`src/rtl/ram_16x8_sp.sv`:
```
// 16x8 single-port scratchpad RAM, write-first, synchronous active-low clear of array and output.
// Read data registered: one clock after addr; no handshake, one access completes every cycle.
module ram_16x8_sp #(
    parameter int DATA_W = 8,
    parameter int ADDR_W = 4,
    parameter int DEPTH  = 16
) (
    input  logic              clk,
    input  logic              rst_n,
    input  logic [ADDR_W-1:0] addr,
    input  logic [DATA_W-1:0] data_in,
    input  logic              write_en,
    output logic [DATA_W-1:0] data_out
);

    logic [DATA_W-1:0] r_mem [DEPTH];
    logic [DATA_W-1:0] r_data_out;

    always_ff @(posedge clk) begin
        if (!rst_n) begin
            for (int i = 0; i < DEPTH; i++) begin
                r_mem[i] <= '0;
            end
            r_data_out <= '0;
        end else if (write_en) begin
            r_mem[addr] <= data_in;
            // Write-through: the word being written is what the port returns.
            r_data_out  <= data_in;
        end else begin
            r_data_out  <= r_mem[addr];
        end
    end

    assign data_out = r_data_out;

endmodule

```
`config.mk`:
```
export PLATFORM = sky130hd
export DESIGN_NAME = ram_16x8_sp
export DESIGN_NICKNAME = d
export VERILOG_FILES = /design/src/rtl/ram_16x8_sp.sv
export SDC_FILE = /design/constraint.sdc
export NUM_CORES = 1
export LEC_CHECK = 0
export BUFFER_PORTS_ARGS = -buffer_cell sky130_fd_sc_hd__buf_2
export CAP_MARGIN = 20
export CELL_PAD_IN_SITES_DETAIL_PLACEMENT = 1
export CELL_PAD_IN_SITES_GLOBAL_PLACEMENT = 1
export CORE_MARGIN = 1.5
export CORE_UTILIZATION = 51
export DETAILED_ROUTE_END_ITERATION = 8
export HOLD_SLACK_MARGIN = 0.06
export PLACE_DENSITY = 0.84
export SYNTH_ARGS = -nofsm -noshare
export SYNTH_HDL_FRONTEND = slang
export SYNTH_SLANG_ARGS = --single-unit
```
`constraint.sdc`:
```
create_clock -name clk -period 3.7 [get_ports clk]
set_clock_uncertainty 0.1 [all_clocks]
set_input_delay 0.37 -clock clk [delete_from_list [all_inputs] [get_ports clk]]
set_output_delay 0.37 -clock clk [all_outputs]
set_load 0.05 [all_outputs]
```
==> results.cfg <==
[sta]
min_period_over_period_pct = 55.8
period_needed_ps = 2070
timing.final.max_slew_violations = 0
maxSlewHeadroom_pct = 57.4
hold_ws_ps = 367
setup-violations-final = 0
timing.final.hold_violations = 0
timing.setup.tns_ps = 0
rsz0062_at_grt = false
maxClockFrequency_mhz = 484
worst_slew_pin_slew_ps = 636

[clocking]
tritoncts.num_buffers = 17
htree_num_levels = 4
post_cts_resized = 0
cts.reportedPaths.clkPinSlew_ps = 50
postCtsHoldBufs = 0
clk_path_buf_depth = 2
clkSinkCount = 136
clkLatencyLatePin_ps = 430
clock_tree.root_cell = sky130_fd_sc_hd__clkbuf_16
cts_setup_buffers = 0
clock_tree_from_tritoncts = built

[detailed_routing]
detail_route.iter0.violations = 453
vias = 3885
wl_met3_um = 783
wl_met2_mm = 7.55
drt_pass1_iterations = 5
via_per_inst = 6.03
routed_wire_length_per_instance_um = 24.2
detail_route.drc_violations = 0
routed_wirelength_mm = 15.6
wirelength_met1_mm = 6.79
top_layer_used = met4
postRouteAntennaNets = 0

[power]
cellInternalPower_mw = 2.81
portion_of_total_power_attributed_to_combinational_logic_pct = 8.1
p_leak_nw = 2.60
report.power.total_mw = 3.62
power.density_nw_per_um2 = 511
seqPwrFrac_pct = 49.8
power_frac_clock_pct = 42.2
peakVddDrop_mv = 0.351
power.share.switching_pct = 22.5
total_switching_power_mw = 0.816

[yosys]
synth_seq_cells = 136
mappedNetlistArea_um2 = 6300
syn_nets = 470
synth_warnings = 0
synth_async_sr_flop_share_pct = 0
post_synth.cell_area_avg_um2 = 13.9
synthesis.instances = 455
ys_dominant_reg_cell = sky130_fd_sc_hd__edfxtp_1
library_cells_used_by_synthesis = 34
synth_edf_count = 128
synth.yosys.seq_area_share_pct = 63.5

[placed_design]
place_hpwl_mm = 10.1
io_buffer_count = 22
gp_congestion = 0.806

[outcome]
run_status = complete, no violations

[cells_and_area]
filler_cell_count = 1178
ff_latch_area_um2 = 4000
final_net_count = 500
layout_common_cells = sky130_fd_sc_hd__and2_1, sky130_fd_sc_hd__edfxtp_1, sky130_fd_sc_hd__mux2i_1
multiInputGateArea_um2 = 2110
diodes = 0
postLayoutCoreUtil_pct = 59.0
drive_above_1_share_pct = 18.1
flow.area_growth_from_synthesis_pct = 12.4

[die]
placementRows = 40
die_width_um = 114
die_y_extent_um = 114
initial_core_util_pct = 52.5
ioPinCount = 23
fp.dieArea_um2 = 13000
fp.coreArea_um2 = 12000

[setup_path]
category_of_the_worst_setup_path_capture_point = register
arrival_ps = 2280
worst-setup-path-type = input pin to register
ff2ff_setup_slack_ps = 1980
required_time_at_the_endpoint_of_the_critical_path_ps = 3920
critical_path.startpoint_type = input pin
cp_max_fo = 29

[grt]
grt_antenna_before_repair = 0
first_global_vias = 4106
grt_start_max_net_pins = 30
globalRouteOverflowTotal = 0
global_route_wire_length_before_repair_mm = 24.1
grt.total_usage_pct = 26.2

[min_path]
min-delay-path-class = input pin to register

[flow_run]
drv_cap = 0
## flip-flops by register name (all words and copies together), names as in the netlist
name      cells
data_out      8
r_mem       128
## final cells by class
| cell class | count | share of cell area, % |
|---|---|---|
| Inverter | 1 | 0.0529 |
| Sequential cell | 136 | 56.5 |
| Multi-Input combinational cell | 287 | 29.8 |
| Timing Repair Buffer | 42 | 3.57 |
| Clock buffer | 27 | 7.24 |
| Clock inverter | 4 | 0.265 |
| Tap cell | 147 | 2.59 |
## layer usage
metal	up-vias	track usage (%)
met5	-	0
met3	36	6.67
li1	1748	-
met1	1973	34.2
met4	0	12.1
met2	128	41.4
## critical path, cell delays in order
cell	delay [ps]
sky130_fd_sc_hd__buf_2	220
sky130_fd_sc_hd__buf_4	470
sky130_fd_sc_hd__mux4_1	680
sky130_fd_sc_hd__o22ai_1	210
sky130_fd_sc_hd__nor3_1	70
sky130_fd_sc_hd__o221a_2	260
## cells by family after synthesis
| family | after synthesis | share of synthesized area, % |
|---|---|---|
| simple gates | 182 | 17.3 |
| flops | 136 | 63.5 |
| compound gates | 55 | 5.95 |
| mux | 50 | 10.2 |
| buf+inv | 32 | 2.98 |
## synthesized netlist by cell type (7+ instances only)
cell type                    n  area [um2]
sky130_fd_sc_hd__and2_1    128         801
sky130_fd_sc_hd__buf_2       7        35.0
sky130_fd_sc_hd__clkbuf_1   17        63.8
sky130_fd_sc_hd__dfxtp_1     8         160
sky130_fd_sc_hd__edfxtp_1  128        3840
sky130_fd_sc_hd__mux2_2     11         124
sky130_fd_sc_hd__mux2i_1    30         300
sky130_fd_sc_hd__nor2_1     18        67.6
sky130_fd_sc_hd__nor3_1      8        40.0
sky130_fd_sc_hd__o21ai_0    19        95.1
sky130_fd_sc_hd__o22ai_1    17         106
sky130_fd_sc_hd__or3_1       8        50.1
## through the flow
stage | instances | cell area (um2) | worst slack, ps
after floorplan | 455 | 6300 | 1490
after global routing | 644 | 7090 | 1530
after detailed placement | 610 | 6540 | 1000
after CTS | 641 | 7070 | 1450
final | 644 | 7090 | 1630
after global placement | 610 | 6540 | 1180
## power groups by stage
stage	Clock [mW]	Combinational (mW)	Sequential, mW
final	1.53	0.292	1.80
after floorplan	0	0.168	1.84
after global placement	0	0.276	1.83
after global routing	1.60	0.309	1.81
after detailed placement	0	0.286	1.83
after CTS	1.55	0.289	1.80
## worst paths after layout
kind                                    from     endpoint  depth (start not counted)
worst min register to register  r_mem[11][7]  data_out[7]                          3
worst max-delay path                 addr[1]  data_out[4]                          6
worst max register to register   r_mem[2][4]  data_out[4]                          4
worst min-delay path                 addr[0]  data_out[0]                          3
No activity file was read; power rests on OpenSTA's default activity.
